### src/rtl/nbr_move_planner.sv
// nbr_move_planner: fetches the 3x3 board window around the ball and picks the best legal move direction.
// The window is read slot by slot from board RAM, then the eight directions are scored one per cycle.
module nbr_move_planner #(
    parameter int COORD_W    = 8,
    parameter int ADDR_W     = 16,
    parameter int MEM_LAT    = 1,
    parameter int GOAL_BONUS = 2,
    parameter int SCORE_W    = 5
) (
    input  logic               clk,
    input  logic               rst_n,
    input  logic               my_turn,
    input  logic               abort,
    input  logic [COORD_W-1:0] current_x_in,
    input  logic [COORD_W-1:0] current_y_in,
    input  logic [COORD_W-1:0] width_in,
    input  logic [COORD_W-1:0] length_in,
    input  logic               color_in,
    output logic               mem_rd,
    output logic [ADDR_W-1:0]  mem_addr,
    input  logic [7:0]         mem_data,
    output logic               idle,
    output logic [2:0]         direction,
    output logic               direction_valid,
    output logic               no_move,
    output logic               extra_turn,
    output logic [SCORE_W-1:0] best_score
);
    typedef enum logic [1:0] {IDLE, FETCH, SCORE, DONE} state_t;
    localparam int CW = $clog2(MEM_LAT + 11);

    state_t state;
    logic [CW-1:0] cnt;
    logic [COORD_W-1:0] cx, cy, w, l;
    logic col;
    logic [8:0][7:0] win;
    logic [8:0] oob;
    logic [MEM_LAT:0] pv;
    logic [MEM_LAT:0][3:0] ps;
    logic found, bx;
    logic [2:0] bd;
    logic [SCORE_W-1:0] bs;

    logic start, issue, inb, legal, goal, better;
    logic [3:0] ks, tk;
    logic [1:0] kx, ky;
    logic [2:0] d;
    logic [COORD_W-1:0] sx, sy, sw, sl;
    logic [COORD_W+1:0] nx, ny;
    logic [ADDR_W-1:0] addr;
    logic [SCORE_W-1:0] sc;

    assign idle = (state == IDLE);

    // Slot 0 is issued on the start edge itself, straight from the unlatched inputs.
    always_comb begin
        start = (state == IDLE) && my_turn;
        issue = start || (state == FETCH && cnt < CW'(9));
        ks = start ? 4'd0 : cnt[3:0];
        kx = 2'(ks % 4'd3);
        ky = 2'(ks / 4'd3);
        sx = start ? current_x_in : cx;
        sy = start ? current_y_in : cy;
        sw = start ? width_in : w;
        sl = start ? length_in : l;
        nx = {2'b0, sx} + (COORD_W+2)'(kx) - (COORD_W+2)'(1);
        ny = {2'b0, sy} + (COORD_W+2)'(ky) - (COORD_W+2)'(1);
        inb = !nx[COORD_W+1] && nx[COORD_W:0] < {1'b0, sw} && !ny[COORD_W+1] && ny[COORD_W:0] < {1'b0, sl};
        addr = ADDR_W'(ny[COORD_W-1:0]) * ADDR_W'(sw) + ADDR_W'(nx[COORD_W-1:0]);
        d = cnt[2:0];
        tk = d == 3'd0 ? 4'd1 : d == 3'd1 ? 4'd2 : d == 3'd2 ? 4'd5 : d == 3'd3 ? 4'd8 :
             d == 3'd4 ? 4'd7 : d == 3'd5 ? 4'd6 : d == 3'd6 ? 4'd3 : 4'd0;
        legal = !win[4][d] && !oob[tk];
        goal = col ? (d >= 3'd3 && d <= 3'd5) : (d == 3'd7 || d <= 3'd1);
        sc = SCORE_W'($countones(win[tk])) + (goal ? SCORE_W'(GOAL_BONUS) : '0);
        better = legal && (!found || sc > bs);
    end

    always_ff @(posedge clk) begin
        if (!rst_n || abort) begin
            state <= IDLE;
            cnt <= '0;
            mem_rd <= 1'b0;
            mem_addr <= '0;
            pv <= '0;
            found <= 1'b0;
            direction <= '0;
            direction_valid <= 1'b0;
            no_move <= 1'b0;
            extra_turn <= 1'b0;
            best_score <= '0;
        end else begin
            direction_valid <= 1'b0;
            no_move <= 1'b0;
            mem_rd <= issue && inb;
            pv <= {pv[MEM_LAT-1:0], issue && inb};
            ps <= {ps[MEM_LAT-1:0], ks};
            if (issue)
                mem_addr <= addr;
            if (pv[MEM_LAT])
                win[ps[MEM_LAT]] <= mem_data;
            if (start) begin
                cx <= current_x_in;
                cy <= current_y_in;
                w <= width_in;
                l <= length_in;
                col <= color_in;
                win <= '0;
                oob <= '0;
                cnt <= CW'(1);
                found <= 1'b0;
                direction <= '0;
                extra_turn <= 1'b0;
                best_score <= '0;
                state <= FETCH;
            end
            // Off-board neighbours become walls immediately; later writes for this slot never occur.
            if (issue && !inb) begin
                win[ks] <= '1;
                oob[ks] <= 1'b1;
            end
            if (state == FETCH) begin
                cnt <= cnt + CW'(1);
                if (cnt == CW'(9 + MEM_LAT)) begin
                    cnt <= '0;
                    state <= SCORE;
                end
            end
            if (state == SCORE) begin
                if (better) begin
                    found <= 1'b1;
                    bd <= d;
                    bs <= sc;
                    bx <= win[tk] != '0;
                end
                cnt <= cnt + CW'(1);
                if (d == 3'd7)
                    state <= DONE;
            end
            if (state == DONE) begin
                direction_valid <= found;
                no_move <= !found;
                direction <= found ? bd : 3'd0;
                best_score <= found ? bs : '0;
                extra_turn <= found && bx;
                state <= IDLE;
            end
        end
    end
endmodule

### config.mk
export PLATFORM = sky130hd
export DESIGN_NAME = nbr_move_planner
export DESIGN_NICKNAME = d
export VERILOG_FILES = /design/src/rtl/nbr_move_planner.sv
export SDC_FILE = /design/constraint.sdc
export NUM_CORES = 1
export LEC_CHECK = 0
export ABC_CLOCK_PERIOD_IN_PS = 17500
export CELL_PAD_IN_SITES_DETAIL_PLACEMENT = 1
export CELL_PAD_IN_SITES_GLOBAL_PLACEMENT = 2
export CORE_ASPECT_RATIO = 1.75
export CORE_UTILIZATION = 40
export CTS_BUF_LIST = sky130_fd_sc_hd__clkbuf_4 sky130_fd_sc_hd__clkbuf_8
export DETAILED_ROUTE_END_ITERATION = 8
export PLACE_DENSITY_LB_ADDON = 0.1
export SKIP_LAST_GASP = 1
export SYNTH_ARGS = -nofsm -noshare
export SYNTH_HDL_FRONTEND = slang
export SYNTH_SLANG_ARGS = --single-unit
### constraint.sdc
create_clock -name clk -period 17.5 [get_ports clk]
set_clock_uncertainty 0.15 [all_clocks]
set_input_delay 4.375 -clock clk [delete_from_list [all_inputs] [get_ports clk]]
set_output_delay 4.375 -clock clk [all_outputs]
set_load 0.02 [all_outputs]
==> metrics.log, run 1 <==
[metrics] PD cells: 146 nW/um^2
[metrics] DRC: 0
[metrics] number of iterations in the first detailed-routing pass: 5
[metrics] post-cts repair resize count: 0
[metrics] number of warnings reported in the yosys synthesis log: 0
[metrics] ratio of final minimum period to clock period: 0.730
[metrics] multiplexer area fraction after synthesis: 0.132
[metrics] slowest CP cell: sky130_fd_sc_hd__a2111oi_0
[metrics] number of design-rule violations left by the first detailed-router iteration: 362
[metrics] buffer cell driving the clock tree root: sky130_fd_sc_hd__clkbuf_8
[metrics] worst skew pair latency: 510 ps
[metrics] starting density of the core: 0.409
[metrics] critical path class: input pin to flip-flop
[metrics] area of the mapped netlist: 11700 sq um
[metrics] die footprint: 30100 sq um
[metrics] layout net count: 1345
[metrics] highest clock frequency the design can meet: 0.0783 GHz
[metrics] final wirelength: 32.9 mm
[metrics] pin slew with the least headroom to its limit: 1130 ps
[metrics] met3 Use GR: 0.0248
[metrics] main combinational cell family by area after synthesis: adder cells
[metrics] buffers from clock root to sink, at most: 2
[metrics] Min Clock Period, post-route: 12770 ps
[metrics] DR vias: 8452
[metrics] Post-Place Cell Area: 12900 sq um
[metrics] vias in the first global route: 9338
[metrics] chip height: 229 um
[metrics] synthesis-stage register bit count: 165
[metrics] Detail Route Antenna Nets: 0
[metrics] number of buffers inserted during clock tree synthesis: 17
[metrics] fraction of the mapped netlist area in simple logic gates: 0.103
[metrics] most common cell after layout, fill and taps aside: sky130_fd_sc_hd__edfxtp_1
[metrics] Setup Viol. Count Final: 0
[metrics] Total GRT Usage: 0.232
[metrics] result of the run: completed
[metrics] area of all placed cells without fillers: 13400 sq um
[metrics] maximum number of pins on one net before global-route repair: 86
[metrics] Primary FF master, synth: sky130_fd_sc_hd__edfxtp_1
[metrics] share of post-route cells with drive strength above 1: 0.0803
[metrics] wire length of the first global-routing pass: 52.6 mm
[metrics] cts-stage hold buffer count: 0
[metrics] number of sinks driven by the clock tree: 165
[metrics] Synth cell types: 67
[metrics] Compound-Gate Fraction of Synth Area: 0.111
[metrics] combined buffer and inverter count along the critical path: 8
[metrics] cell occurring most often along the worst timing path: sky130_fd_sc_hd__inv_1
[metrics] met1 track demand over resource: 0.226
[metrics] Hold Vio Cnt, Final: 0
[metrics] total negative setup slack: 0 ps
[metrics] worst hold-check path type: flip-flop to flip-flop
[metrics] Post-synth EDFFs: 130
[metrics] gr busiest metal: met2
[metrics] Slew Limit Fails: 0
[metrics] kind of end point of the critical path: flip-flop
[metrics] Placement Rows: 82
[metrics] Leakage Power: 0.00568 uW
[metrics] xor and xnor area share after synthesis: 0.0172
[metrics] htree depth: 4
[metrics] maximum vdd drop: 0.147 mV
[metrics] final routed wire length divided by cell count: 21.3 um
[metrics] dpl hpwl: 24.9 mm
[metrics] CP startpoint kind: input pin
[metrics] floorplan core area: 28700 sq um
[metrics] Worst path top cell family by delay: adder cells
[metrics] required time reported for the critical path endpoint: 17740 ps
[metrics] clock slew seen by the registers of the worst setup and hold paths: 90 ps
[metrics] commonest cells after routing, fill and taps aside: 130 x sky130_fd_sc_hd__edfxtp_1, 129 x sky130_fd_sc_hd__inv_1, 106 x sky130_fd_sc_hd__mux2i_1
[metrics] Post-CTS Repair Setup Buffers: 0
[metrics] number of top-level pins: 74
[metrics] Max transition margin: 0.246
[metrics] met2 capacity usage during global routing: 0.471
[metrics] average instance area after synthesis: 10.7 sq um
[metrics] Routability Congestion: 0.824
[metrics] adder-cell share of the synthesized area: 0.185
[metrics] TritonCTS clock tree: yes
[metrics] floorplan die width: 132 um
[metrics] arrival time of the worst setup path: 13000 ps
[metrics] Synth async-reset ratio: 0
[metrics] area growth from synthesis to layout: 13.7%
[metrics] maximum fanout along the worst path: 45
[metrics] RSZ-0062 raised after global routing: false
[metrics] antenna violations before repair: 0
[metrics] count of buffers inserted at the top-level ports: 72
[metrics] grt total ovfl: 0
[metrics] number of violations of the max-capacitance limit: 0
[metrics] count of mapped cells out of synthesis: 1096
[metrics] Synth Net Count: 1284
[metrics] post-detailed-route via-to-cell ratio: 5.46
[metrics] fraction of the yosys area taken by sequential cells: 0.392
[metrics] maximum cell stage delay along the critical path: 660 ps
[metrics] total power: 1950 uW
## flip-flops by register name, indices dropped and copies added, names as in the netlist, 8 cells and up
signal    cells
win          72
mem_addr     16
oob           9
cx            8
cy            8
l             8
ps            8
w             8
## report_power, final
group / switching [uW] / leakage (uW) / internal, uW / total [uW]
sequential: 10.7 / 0.00152 / 452 / 463
clock: 157 / 0.000242 / 182 / 339
combinational: 665 / 0.00392 / 484 / 1150
## Yosys cell counts, drive strengths merged, types with 6 or more instances
| library cell | count | area, sq um |
|---|---|---|
| o21ai | 100 | 531 |
| and2 | 6 | 37.5 |
| mux4 | 20 | 450 |
| mux2i | 106 | 1060 |
| nand2 | 80 | 300 |
| inv | 131 | 492 |
| a211oi | 7 | 52.6 |
| xnor2 | 14 | 123 |
| ha | 92 | 1150 |
| dfxtp | 35 | 701 |
| a21o | 8 | 60.1 |
| o21a | 9 | 67.6 |
| a21oi | 37 | 185 |
| buf | 29 | 128 |
| a22o | 6 | 52.6 |
| clkbuf | 20 | 75.1 |
| nor4 | 7 | 43.8 |
| nor2b | 22 | 138 |
| fa | 51 | 1020 |
| nor2 | 69 | 259 |
| xor2 | 9 | 78.8 |
| nand3 | 15 | 75.1 |
| edfxtp | 130 | 3900 |
| nor3 | 16 | 80.1 |
## cell families (layout without fill, tap and decap cells)
logic type | after synthesis | after routing
AO/OA/AOI/OAI | 204 | 204
XOR/XNOR | 23 | 23
adder cells (fa/ha/maj) | 143 | 143
buffers and inverters | 180 | 254
flip-flops | 165 | 165
multiplexers | 129 | 129
other | 1 | 2
AND/OR/NAND/NOR | 251 | 251
## worst register-to-register path: cells and delay by family (launching register included)
kind	cells	cell delay, ps
simple gates	7	1630
fa+ha+maj	10	3240
xor+xnor	2	450
buf+inv	8	620
compound gates	8	1880
flops	1	710
## worst paths after layout
kind / start / to / slack (ps) / depth (start not counted)
hold reg to reg: ps[3] / ps[7] / 270 / 0
setup / recovery: my_turn / mem_addr[14] / 4730 / 35
setup reg to reg: state[1] / mem_addr[14] / 8680 / 35
hold / removal: ps[3] / ps[7] / 270 / 0
## metal layers
layer  part of all wire  up-vias
met5                  0        -
met4              0.038        0
met3              0.013       57
met2               0.59      106
met1               0.36     4284
li1                   -     4005
## final cells by class
type	count	area, sq um
flip-flops and latches	165	4600
repair buffers	91	863
inverters	131	494
fillers	3129	15400
well taps	378	473
clock buffers	22	278
multi-input cells	751	6440
diodes	1	2.50
clock inverters	10	194
## stage by stage
step           worst slack [ps]  hold WS [ps]  utilization  std cells
6_report                   4730           265        0.465       1549
3_5_place_dp               4180           256        0.448       1516
4_1_cts                    4710           271        0.465       1548
3_3_place_gp               4420           252        0.448       1516
2_1_floorplan              5390           250            -       1096
5_1_grt                    4020           280        0.465       1548
No activity file was read; power rests on OpenSTA's default activity.
==> run 2: changes to the inputs <==
Settings changed: ABC_CLOCK_PERIOD_IN_PS 17500 to 13020.
Clock period 17.5 ns to 13.02 ns, I/O delays scaled along.
==> metrics.log, run 2 (synthesized netlist as in run 1, its figures left out) <==
[metrics] result of the run: completed
[metrics] maximum fanout along the worst path: 7
[metrics] Min Clock Period, post-route: 11560 ps
[metrics] number of design-rule violations left by the first detailed-router iteration: 323
[metrics] final-layout fill cell count: 3193
[metrics] wire length of the first global-routing pass: 53.2 mm
[metrics] pre-CTS setup slack: 962 ps
[metrics] number of iterations in the first detailed-routing pass: 5
[metrics] CP startpoint kind: input pin
[metrics] antenna violations before repair: 0
[metrics] flip-flop count of the largest register, all copies and words added: 72
[metrics] buffers from clock root to sink, at most: 2
[metrics] slowest CP cell: sky130_fd_sc_hd__a2111oi_0
[metrics] area of all placed cells without fillers: 13300 sq um
[metrics] pin slew with the least headroom to its limit: 1120 ps
[metrics] die footprint: 30100 sq um
[metrics] Leakage Power: 0.00568 uW
[metrics] number of violations of the max-capacitance limit: 0
[metrics] met2 capacity usage during global routing: 0.484
[metrics] Hold Vio Cnt, Final: 0
[metrics] area growth from synthesis to layout: 13.6%
[metrics] Setup Viol. Count Final: 0
[metrics] Worst path top cell family by delay: adder cells
[metrics] post-cts repair resize count: 0
[metrics] clock slew seen by the registers of the worst setup and hold paths: 90 ps
[metrics] arrival time of the worst setup path: 11830 ps
[metrics] highest clock frequency the design can meet: 0.0865 GHz
[metrics] layout net count: 1349
[metrics] cts-stage hold buffer count: 0
[metrics] Most flops, register: win
[metrics] number of buffers inserted during clock tree synthesis: 17
[metrics] Total GRT Usage: 0.234
[metrics] met3 Use GR: 0.0339
[metrics] critical path class: input pin to flip-flop
[metrics] final routed wire length divided by cell count: 21.5 um
[metrics] Slew Limit Fails: 0
[metrics] ratio of final minimum period to clock period: 0.888
[metrics] chip height: 229 um
[metrics] cell occurring most often along the worst timing path: sky130_fd_sc_hd__inv_1
[metrics] kind of end point of the critical path: flip-flop
[metrics] Hold WS: 274 ps
[metrics] DRC: 0
[metrics] met1 track demand over resource: 0.223
[metrics] count of buffers inserted at the top-level ports: 72
[metrics] worst skew pair latency: 510 ps
[metrics] DR vias: 8474
[metrics] starting density of the core: 0.409
[metrics] total negative setup slack: 0 ps
[metrics] TritonCTS clock tree: yes
[metrics] final wirelength: 33.3 mm
[metrics] PD cells: 197 nW/um^2
[metrics] most common cell after layout, fill and taps aside: sky130_fd_sc_hd__edfxtp_1
[metrics] number of top-level pins: 74
[metrics] Routability Congestion: 0.855
[metrics] Post-CTS Repair Setup Buffers: 0
[metrics] maximum vdd drop: 0.165 mV
[metrics] floorplan die width: 132 um
[metrics] Placement Rows: 82
[metrics] RSZ-0062 raised after global routing: false
[metrics] gr busiest metal: met2
[metrics] vias in the first global route: 9678
[metrics] commonest cells after routing, fill and taps aside: 130 x sky130_fd_sc_hd__edfxtp_1, 129 x sky130_fd_sc_hd__inv_1, 106 x sky130_fd_sc_hd__mux2i_1
[metrics] combined buffer and inverter count along the critical path: 9
[metrics] required time reported for the critical path endpoint: 13290 ps
[metrics] top flop regs: win x72, mem_addr x16, oob x9
[metrics] dpl hpwl: 25.3 mm
[metrics] Post-Place Cell Area: 12900 sq um
[metrics] Worst Setup Slack, final: 1460 ps
[metrics] grt total ovfl: 0
[metrics] diodes inserted: 0
[metrics] fraction of the core area covered by cells at the end of the flow: 0.464
[metrics] floorplan core area: 28700 sq um
[metrics] share of post-route cells with drive strength above 1: 0.0810
[metrics] maximum number of pins on one net before global-route repair: 77
[metrics] worst hold-check path type: flip-flop to flip-flop
[metrics] Detail Route Antenna Nets: 0
[metrics] number of sinks driven by the clock tree: 165
[metrics] maximum cell stage delay along the critical path: 700 ps
[metrics] post-detailed-route via-to-cell ratio: 5.46
[metrics] htree depth: 4
[metrics] buffer cell driving the clock tree root: sky130_fd_sc_hd__clkbuf_8
[metrics] Max transition margin: 0.254
## run 2: power breakdown
part	switching, uW	internal, uW
logic	914	655
registers	15.0	608
clock network	219	211
## run 2: final timing paths
check	startpoint	endpoint	slack, ps	cells past startpoint
setup / recovery	my_turn	mem_addr[14]	1460	34
hold / removal	ps[1]	ps[5]	270	0
setup reg to reg	state[0]	mem_addr[14]	4160	33
hold reg to reg	ps[1]	ps[5]	270	0
## run 2: metal layers
layer,vias up,share of wire
met5,-,0
met4,0,0.030
met3,44,0.021
met2,115,0.60
met1,4319,0.35
li1,3996,-
## run 2: through the flow
stage               total power, uW  instances
floorplan                      1780       1096
global placement               2220       1520
detailed placement             2230       1520
CTS                            2670       1551
global route                   2880       1551
finish                         2620       1551
## run 2: layout make-up
cell class	instances	area, sq um	area share
Clock inverter	14	198	0.0148
Inverter	131	494	0.0370
Sequential cell	165	4600	0.345
Clock buffer	17	234	0.0175
Tap cell	378	473	0.0354
Timing Repair Buffer	95	893	0.0670
Multi-Input combinational cell	751	6440	0.483
